File: config.mk
export PLATFORM = sky130hd
export DESIGN_NAME = hazard_sequencer
export DESIGN_NICKNAME = d
export VERILOG_FILES = /design/src/rtl/hazard_sequencer.sv
export SDC_FILE = /design/constraint.sdc
export NUM_CORES = 1
export LEC_CHECK = 0
export CELL_PAD_IN_SITES_DETAIL_PLACEMENT = 0
export CELL_PAD_IN_SITES_GLOBAL_PLACEMENT = 1
export CORE_ASPECT_RATIO = 1.4
export CORE_MARGIN = 2
export CORE_UTILIZATION = 42
export CTS_CLUSTER_DIAMETER = 200
export DETAILED_ROUTE_END_ITERATION = 10
export PLACE_DENSITY = 0.95
export SKIP_LAST_GASP = 1
export SYNTH_ARGS = -nofsm -noshare
export SYNTH_HDL_FRONTEND = slang
export SYNTH_SLANG_ARGS = --single-unit
File: constraint.sdc
create_clock -name clk -period 7.5 [get_ports clk]
set_input_delay 1.875 -clock clk [delete_from_list [all_inputs] [get_ports clk]]
set_output_delay 1.875 -clock clk [all_outputs]
set_load 0.01 [all_outputs]
File: src/rtl/hazard_sequencer.sv
// Central stall/flush controller for the 5-stage IF/ID/EX/MEM/WB pipeline.
// Resolves the per-cycle hazards into pipeline register enables and flushes.
// The hazards come from the forwarding unit (load-use stall), the EX-stage
// branch resolution and the instruction/data memory handshakes. It also keeps
// stall/flush performance counters and a sticky data-memory timeout flag.
//
// Ports:
//   clk, rstn         clock, asynchronous active-low reset
//   load_use          forwarding-unit load-use stall request
//   temp_wb           forwarding unit sources an operand from WB_temp (monitor only)
//   ex_branch_taken   EX resolved a taken branch/jump
//   imem_ready        fetch data valid this cycle
//   mem_req           MEM-stage instruction is a load/store
//   dmem_ready        data memory completes the access this cycle
//   *_we              pipeline register write enables (combinational)
//   if_id_flush, id_ex_flush, ex_mem_bubble   NOP injection (combinational)
//   wb_temp_we        capture outgoing MEM/WB into WB_temp (combinational)
//   state             00 RUN, 01 LSTALL, 10 DWAIT
//   stall_cnt         saturating count of cycles with pc_we=0
//   flush_cnt         saturating count of taken-branch redirects
//   mem_timeout       sticky: one DWAIT episode lasted DWAIT_MAX cycles
module hazard_sequencer #(
    parameter int unsigned CNT_W     = 32,
    parameter int unsigned DWAIT_MAX = 64
) (
    input  logic             clk,
    input  logic             rstn,
    input  logic             load_use,
    input  logic             temp_wb,
    input  logic             ex_branch_taken,
    input  logic             imem_ready,
    input  logic             mem_req,
    input  logic             dmem_ready,
    output logic             pc_we,
    output logic             if_id_we,
    output logic             id_ex_we,
    output logic             ex_mem_we,
    output logic             mem_wb_we,
    output logic             if_id_flush,
    output logic             id_ex_flush,
    output logic             ex_mem_bubble,
    output logic             wb_temp_we,
    output logic [1:0]       state,
    output logic [CNT_W-1:0] stall_cnt,
    output logic [CNT_W-1:0] flush_cnt,
    output logic             mem_timeout
);

    localparam int unsigned WC_W = $clog2(DWAIT_MAX + 1);

    typedef enum logic [1:0] {
        ST_RUN    = 2'b00,
        ST_LSTALL = 2'b01,
        ST_DWAIT  = 2'b10
    } state_e;

    state_e          state_q;
    state_e          state_d;
    logic [WC_W-1:0] wait_cnt;
    logic            frozen;
    logic            eval_lu;
    logic            eval_imem;
    logic            redirect;

    // temp_wb is observed for debug only and intentionally drives nothing
    logic unused_temp_wb;
    assign unused_temp_wb = temp_wb;

    assign state = state_q;

    // Hazard resolution: freeze > load-use > branch > imem wait > normal
    always_comb begin
        state_d       = ST_RUN;
        pc_we         = 1'b1;
        if_id_we      = 1'b1;
        id_ex_we      = 1'b1;
        ex_mem_we     = 1'b1;
        mem_wb_we     = 1'b1;
        if_id_flush   = 1'b0;
        id_ex_flush   = 1'b0;
        ex_mem_bubble = 1'b0;
        wb_temp_we    = 1'b0;
        redirect      = 1'b0;
        frozen        = mem_req && !dmem_ready;
        eval_lu       = 1'b1;
        eval_imem     = 1'b1;

        // DWAIT ignores mem_req: only dmem_ready ends the episode.
        // LSTALL masks load_use and applies only dmem wait and branch.
        case (state_q)
            ST_DWAIT:  frozen = !dmem_ready;
            ST_LSTALL: begin
                eval_lu   = 1'b0;
                eval_imem = 1'b0;
            end
            default: ;
        endcase

        if (frozen) begin
            pc_we     = 1'b0;
            if_id_we  = 1'b0;
            id_ex_we  = 1'b0;
            ex_mem_we = 1'b0;
            mem_wb_we = 1'b0;
            state_d   = ST_DWAIT;
        end else if (eval_lu && load_use) begin
            pc_we         = 1'b0;
            if_id_we      = 1'b0;
            id_ex_we      = 1'b0;
            ex_mem_bubble = 1'b1;
            wb_temp_we    = 1'b1;
            state_d       = ST_LSTALL;
        end else if (ex_branch_taken) begin
            if_id_flush = 1'b1;
            id_ex_flush = 1'b1;
            redirect    = 1'b1;
        end else if (eval_imem && !imem_ready) begin
            pc_we       = 1'b0;
            if_id_flush = 1'b1;
        end

        // Reset holds the pipe with NOPs injected, overriding everything
        if (!rstn) begin
            pc_we         = 1'b0;
            if_id_we      = 1'b0;
            id_ex_we      = 1'b0;
            ex_mem_we     = 1'b0;
            mem_wb_we     = 1'b0;
            if_id_flush   = 1'b1;
            id_ex_flush   = 1'b1;
            ex_mem_bubble = 1'b1;
            wb_temp_we    = 1'b0;
            redirect      = 1'b0;
        end
    end

    // State register, performance counters and DWAIT episode timer
    always_ff @(posedge clk or negedge rstn) begin
        if (!rstn) begin
            state_q     <= ST_RUN;
            stall_cnt   <= '0;
            flush_cnt   <= '0;
            wait_cnt    <= '0;
            mem_timeout <= 1'b0;
        end else begin
            state_q <= state_d;
            if (!pc_we && (stall_cnt != {CNT_W{1'b1}})) begin
                stall_cnt <= stall_cnt + CNT_W'(1);
            end
            if (redirect && (flush_cnt != {CNT_W{1'b1}})) begin
                flush_cnt <= flush_cnt + CNT_W'(1);
            end
            if (frozen && (state_q != ST_DWAIT)) begin
                wait_cnt <= '0;
            end else if (frozen) begin
                if (wait_cnt != WC_W'(DWAIT_MAX)) begin
                    wait_cnt <= wait_cnt + WC_W'(1);
                end
                if (wait_cnt >= WC_W'(DWAIT_MAX - 1)) begin
                    mem_timeout <= 1'b1;
                end
            end
        end
    end

endmodule

# ---- After elaboration in Yosys (flattened, before gate mapping)
# Cells that the tools add are included.
dict set report totals {
  regBits 74
  latch_bits 0
  ramBits 0
  romBits 0
  wordCells 60
  mem_count 0
}
dict set report op_classes {
  add_sub_neg 3
  multipliers 0
  div_mod_pow 0
  magnitude_cmp 1
  eq_ne 6
  shift 0
  mux 31
  bitwise 1
  n_reduce_logical 13
}
# op n
set op_table {}
lappend op_table {{$add A32 B1 Y32 const B} 2}
lappend op_table {{$ne A32 B32 Y1 const B} 2}
lappend op_table {{$mux W1} 27}
lappend op_table {{$mux W7} 3}
lappend op_table {{$add A7 B1 Y7 const B} 1}
lappend op_table {{$ge A7 B6 Y1 const B} 1}
lappend op_table {{$ne A7 B7 Y1 const B} 1}
lappend op_table {{$logic_and A1 B1 Y1} 6}
lappend op_table {{$reduce_bool A2 Y1} 2}
lappend op_table {{$logic_not A1 Y1} 3}
lappend op_table {{$reduce_and A3 Y1} 1}
lappend op_table {{$eq A2 B1 Y1 const B} 1}
lappend op_table {{$eq A2 B2 Y1 const B} 1}
lappend op_table {{$mux W2} 1}
lappend op_table {{$ne A2 B2 Y1 const B} 1}
lappend op_table {{$reduce_and A2 Y1} 1}
lappend op_table {{$not A1 Y1} 1}

# ---- Depth between registers and ports, before layout
dict set report depth {
  word_depth 10
  mapped_depth 9
  mapped_depth_nobuf 7
}

# ---- Least setup slack after synthesis
# OpenSTA, ideal clock, no wires.
dict set report synth_path {
  path_kind {input to output}
  startpoint {in mem_req}
  endpoint {out pc_we}
  arrival_time_ns 2.685
  t_required_ns 5.625
  setup_slack_ns 2.940
  cell_stages 5
  n_path_buf 0
  cell_sequence {clkinv_1 > a21o_1 > inv_2 > or3_1 > clkinv_1}
}
dict set report synth_between {
  elab_chain_len 4
}
# element line
set synth_lines {}
lappend synth_lines {{start: declaration} 32} ;# input logic mem_req,
lappend synth_lines {{$logic_and A1 B1 Y1} 84} ;# frozen = mem_req && !dmem_ready;
lappend synth_lines {{$mux W1} 90} ;# case (state_q)
lappend synth_lines {{via frozen} 60} ;# logic frozen;
lappend synth_lines {{$mux W1} 99} ;# if (frozen) begin
lappend synth_lines {{$mux W1} 123} ;# if (!rstn) begin
lappend synth_lines {{end: declaration} 34} ;# output logic pc_we,
# The timed path passes the listed nets, and every way through them passes these cells.

# ---- Worst setup path in the final report
dict set report layout_path {
  startpoint {in dmem_ready}
  endpoint {out pc_we}
}
dict set report layout_between {
  elab_chain_len 5
}
# element line
set layout_lines {}
lappend layout_lines {{start: declaration} 33} ;# input logic dmem_ready,
lappend layout_lines {{$logic_not A1 Y1 *} {84, 91}}
lappend layout_lines {{$logic_and A1 B1 Y1} 84}
lappend layout_lines {{$mux W1 *} 90}
lappend layout_lines {{via frozen} 60}
lappend layout_lines {{$mux W1 *} 99}
lappend layout_lines {{$mux W1 *} 123}
# Mark *: on every way through the listed nets, which the timed path passes. The rest lies on a longest branch.

==> results.md <==
Status:
- The run finished with clean final reports.

Clock tree:
- Once the clock tree was built, the resizer swapped 0 gates to a different size.
- The post-CTS setup buffer count is 0.
- TritonCTS built the clock tree.
- After clock tree synthesis, the clock-pin slew on the worst setup and hold paths is roughly 0.050 ns.
- The source-to-sink clock delay at the later pin of the worst-skew pair is 0.33 ns.
- For this design, the CTS-stage hold fixing added 0 buffers.
- The tree is rooted in a sky130_fd_sc_hd__clkbuf_16.
- CTS built an H-tree with a depth of 3.
- The number of clock buffers inserted by TritonCTS is 9.
- The maximum count of clock buffers along a single path is 2.
- The clock drives 74 sinks.

Timing:
- The maximum operating frequency is 0.175 GHz.
- The number of slew-limit violations in the final report came to 0.
- The final total negative setup slack is 0 ns.
- Across the routed clock network, the largest skew measured is about 0.0056 ns.
- The number of endpoints failing setup at the final stage is 0.
- In this run the tightest slew margin relative to its limit is 0.448.
- After layout, the minimum clock period comes to 5.71 ns.
- In the finished design, the share of the clock period the worst path needs comes to 0.761.
- Setup repair after global routing left no endpoint under its margin.
- The slew at the pin with the worst max-slew slack is 0.827 ns.
- The count of endpoints failing hold in the final timing report is 0.

Detailed routing:
- In this run the remaining antenna-violating nets after routing total 0.
- After detailed routing, the average wire length per cell comes to 15.7 um.
- The routed design has 8.57 mm of wire.
- Dividing the detail-routed via count by the number of cells gives 5.41.
- The number of violations reported at the end of detailed-routing iteration 0 is 184.
- The total DRC errors in the routed layout is 0.
- The detailed router placed ~3.0k vias in this run.
- The first detailed-routing pass took 4 iterations.

Worst setup path:
- The category of the worst setup path capture point is an output pin.
- The data arrival time of the critical path is 3.83 ns.
- For the worst setup path, the data required time is 5.62 ns.
- The number of cells on the worst reg-to-reg path is 6.
- By instance count, the cell type seen most on the critical path is sky130_fd_sc_hd__clkdlybuf4s50_1.
- The delay of the slowest critical-path stage is between 0.5 and 0.6 ns.
- In this run the critical register-to-register path is launched from flush_cnt[0]$_DFFE_PN0P_.
- The endpoint identified for the worst register-to-register timing path is flush_cnt[1]$_DFFE_PN0P_.
- Of all nets on the critical path, the largest fanout is 7.
- Traced cell by cell, the critical path runs through clkdlybuf4s50_1 -> a21o_1 -> inv_2 -> or3_1 -> clkinv_1 -> clkdlybuf4s50_1.
- The critical path buffer and inverter count is 4.
- In this run the register-to-register setup slack is 4.65 ns.
- The worst setup path is of the primary input to output pin kind.
- Grouping stages by cell kind, the critical path spends the most delay in buffers and inverters.
- The cell type of the slowest stage on the worst timing path is sky130_fd_sc_hd__clkdlybuf4s50_1.
- The worst setup path is launched from a primary input.

Synthesis:
- The post-synthesis net count is 362.
- The fraction of synthesized cell area taken by the top area cell type is 0.505.
- Summed over all instances, the cell type with the most area after synthesis is sky130_fd_sc_hd__dfrtp_1.
- The post-synthesis sequential area ratio is 0.505.
- The number of storage elements in the synthesis netlist is 74.
- The number of flops mapped to enable cells by yosys is 0.
- After synthesis the cells add up to approximately 3700 um^2.
- During synthesis, Yosys emitted a total of 0 warnings.
- By area the synthesized netlist is led by sky130_fd_sc_hd__dfrtp_1 (50%), sky130_fd_sc_hd__xor2_1 (7.9%), sky130_fd_sc_hd__xnor2_1 (6.7%), sky130_fd_sc_hd__nand3_1 (3.3%), sky130_fd_sc_hd__and3_1 (3.1%).
- The mean area per synthesized cell is 10.5 um^2.
- The netlist uses 44 different library cells.
- The commonest register cell after synthesis is sky130_fd_sc_hd__dfrtp_1.
- After technology mapping, the gate count stands at 350.
- After synthesis, the share of flip-flops with an asynchronous set or reset is 1.00.

Cells and area:
- The post-route standard cell area excluding fillers is 4900 um^2.
- The fraction of layout instances using a drive strength above 1 is 0.0614.
- The final cell count without fillers is 545.
- The number of diodes added for antenna fixing is 0.
- The final net count is 448.
- The number of inserted filler cells in the final layout is 713.
- The area added between synthesis and finish is 33.5%.

Hold path:
- The worst hold path was traced through 2 stages.
- The worst hold path terminates at mem_timeout$_DFFE_PN0P_.
- The worst min-delay path startpoint is mem_timeout$_DFFE_PN0P_.
- The path category of the worst min-delay check is register to register.

Job:
- The tool flagged a number of max-cap violations equal to 0.

Power and ir drop:
- The peak supply drop is 0.000185 V.
- Summed over all cells, the static leakage comes to between 2 and 2.5 nW.
- The power per cell area is 241 nW/um^2.

Floorplanning:
- The area inside the core boundary is 8560 um^2.
- The die footprint is 9510 um^2.
- For this configuration, the core starts out at a cell density of 0.429.
- The floorplan row count is 40.
- The vertical die dimension is 115 um.
- The number of top-level pins is 84.
- Measured along the x axis, the die boundary spans approximately 83 um.

Place:
- In this run the cell area measured after placement is between 4000 and 5000 um^2.
- The routability congestion estimate is 0.827.
- The sum of net half-perimeters after detailed placement is 6.06 mm.
- Port buffering added around 80 buffers.
- Including well taps, the total number of placed cells is 530.

Global routing:
- The wire length of the first global-routing pass is about 14 mm.
- For this run the aggregate overflow at the end of global routing stands at 0.
- The via count of the first global-routing pass is 3013.
- The number of antenna violations at the first check in global routing is 0.
- The total track usage is 0.188.
- Entering global routing, the biggest net connects 53 pins.
## per-stage QoR
step | hold slack, ns | setup slack (ns) | utilization | power, mW
floorplan | 0.481 | 2.94 | - | 0.602
global placement | 0.474 | 1.83 | 0.535 | 0.718
detailed placement | 0.482 | 1.81 | 0.535 | 0.726
CTS | 0.491 | 1.79 | 0.572 | 1.19
global route | 0.521 | 1.65 | 0.572 | 1.24
finish | 0.482 | 1.79 | 0.572 | 1.18
## per-layer routing
layer  up-vias  track usage  routed length [um]
li1       1391            -                   -
met1      1460        0.221                3580
met2        87        0.322                4370
met3        12       0.0584                 496
met4         0       0.0754                 123
met5         -            0                   0
## flip-flops by register name, indices dropped and copies added (netlist names)
name	flops
flush_cnt	32
stall_cnt	32
wait_cnt	7
state	2
mem_timeout	1
## cell usage in the layout (no fill, tap or decap), types with 2 or more instances in the layout
cell,n
sky130_fd_sc_hd__nand2_1,25
sky130_fd_sc_hd__nor3b_2,2
sky130_fd_sc_hd__o21a_1,2
sky130_fd_sc_hd__and2_1,5
sky130_fd_sc_hd__xnor2_1,28
sky130_fd_sc_hd__clkbuf_16,9
sky130_fd_sc_hd__nand3_1,24
sky130_fd_sc_hd__nor4b_2,3
sky130_fd_sc_hd__o21ai_0,7
sky130_fd_sc_hd__o21ai_1,3
sky130_fd_sc_hd__inv_1,11
sky130_fd_sc_hd__a21oi_1,3
sky130_fd_sc_hd__mux2_1,2
sky130_fd_sc_hd__o31ai_1,3
sky130_fd_sc_hd__nand4_1,17
sky130_fd_sc_hd__dfrtp_1,74
sky130_fd_sc_hd__or3_1,4
sky130_fd_sc_hd__o211ai_1,2
sky130_fd_sc_hd__and3_1,18
sky130_fd_sc_hd__and4_1,9
sky130_fd_sc_hd__nor2b_1,2
sky130_fd_sc_hd__or4_1,2
sky130_fd_sc_hd__nor2_1,20
sky130_fd_sc_hd__xor2_1,33
sky130_fd_sc_hd__ha_1,4
sky130_fd_sc_hd__or2_1,2
sky130_fd_sc_hd__buf_4,2
sky130_fd_sc_hd__nor4_1,3
sky130_fd_sc_hd__a21o_1,2
sky130_fd_sc_hd__nor3_1,14
sky130_fd_sc_hd__bufinv_16,2
sky130_fd_sc_hd__clkinv_1,3
sky130_fd_sc_hd__nand2b_1,3
sky130_fd_sc_hd__clkdlybuf4s50_1,81
sky130_fd_sc_hd__or4b_1,2
## cells by family (layout without fill, tap and decap cells)
family | count (synthesis) | after routing | share of synthesized area
simple gates | 162 | 162 | 0.261
fa+ha+maj | 4 | 4 | 0.0136
xor+xnor | 61 | 61 | 0.146
buf+inv | 23 | 113 | 0.0280
flops | 74 | 74 | 0.505
compound gates | 24 | 24 | 0.0403
mux | 2 | 2 | 0.00614
## cell type report
class / count / area [um^2] / share of cell area
flip-flops and latches: 74 / 1850 / 0.378
clock buffers: 11 / 243 / 0.0496
multi-input cells: 253 / 1710 / 0.350
inverters: 15 / 56.3 / 0.0115
well taps: 105 / 131 / 0.0268
repair buffers: 83 / 826 / 0.169
clock inverters: 4 / 76.3 / 0.0156
## worst reg2reg max path, stage by stage (launching register included)
cell,delay (ns)
sky130_fd_sc_hd__dfrtp_1,0.43
sky130_fd_sc_hd__ha_1,0.19
sky130_fd_sc_hd__nand3_1,0.17
sky130_fd_sc_hd__or4_4,0.57
sky130_fd_sc_hd__nor4_4,0.59
sky130_fd_sc_hd__or2_1,0.43
sky130_fd_sc_hd__mux2_1,0.36
## Yosys cell counts (all sizes together) (4+ instances only)
cell type	n
nor3	14
ha	4
nand4	17
nor2	21
and2	5
and3	18
o21ai	10
nand3	24
and4	9
xor2	33
dfrtp	74
or3	4
inv	12
nand2	25
xnor2	28
buf	5
nor4	5
## worst max path at each step
| stage | cells after the start | end | slack [ns] | startpoint |
|---|---|---|---|---|
| after floorplan | 5 | pc_we | 2.94 | mem_req |
| after global placement | 6 | pc_we | 1.83 | dmem_ready |
| after detailed placement | 6 | pc_we | 1.81 | dmem_ready |
| after CTS | 6 | pc_we | 1.79 | dmem_ready |
| after global routing | 6 | pc_we | 1.65 | dmem_ready |
| final | 6 | pc_we | 1.79 | dmem_ready |
## power by group
| group | switching [mW] | internal, mW |
|---|---|---|
| sequential | 0.0615 | 0.444 |
| clock | 0.162 | 0.299 |
| combinational | 0.0982 | 0.116 |
| total | 0.322 | 0.860 |
No activity file was read; power rests on OpenSTA's default activity.
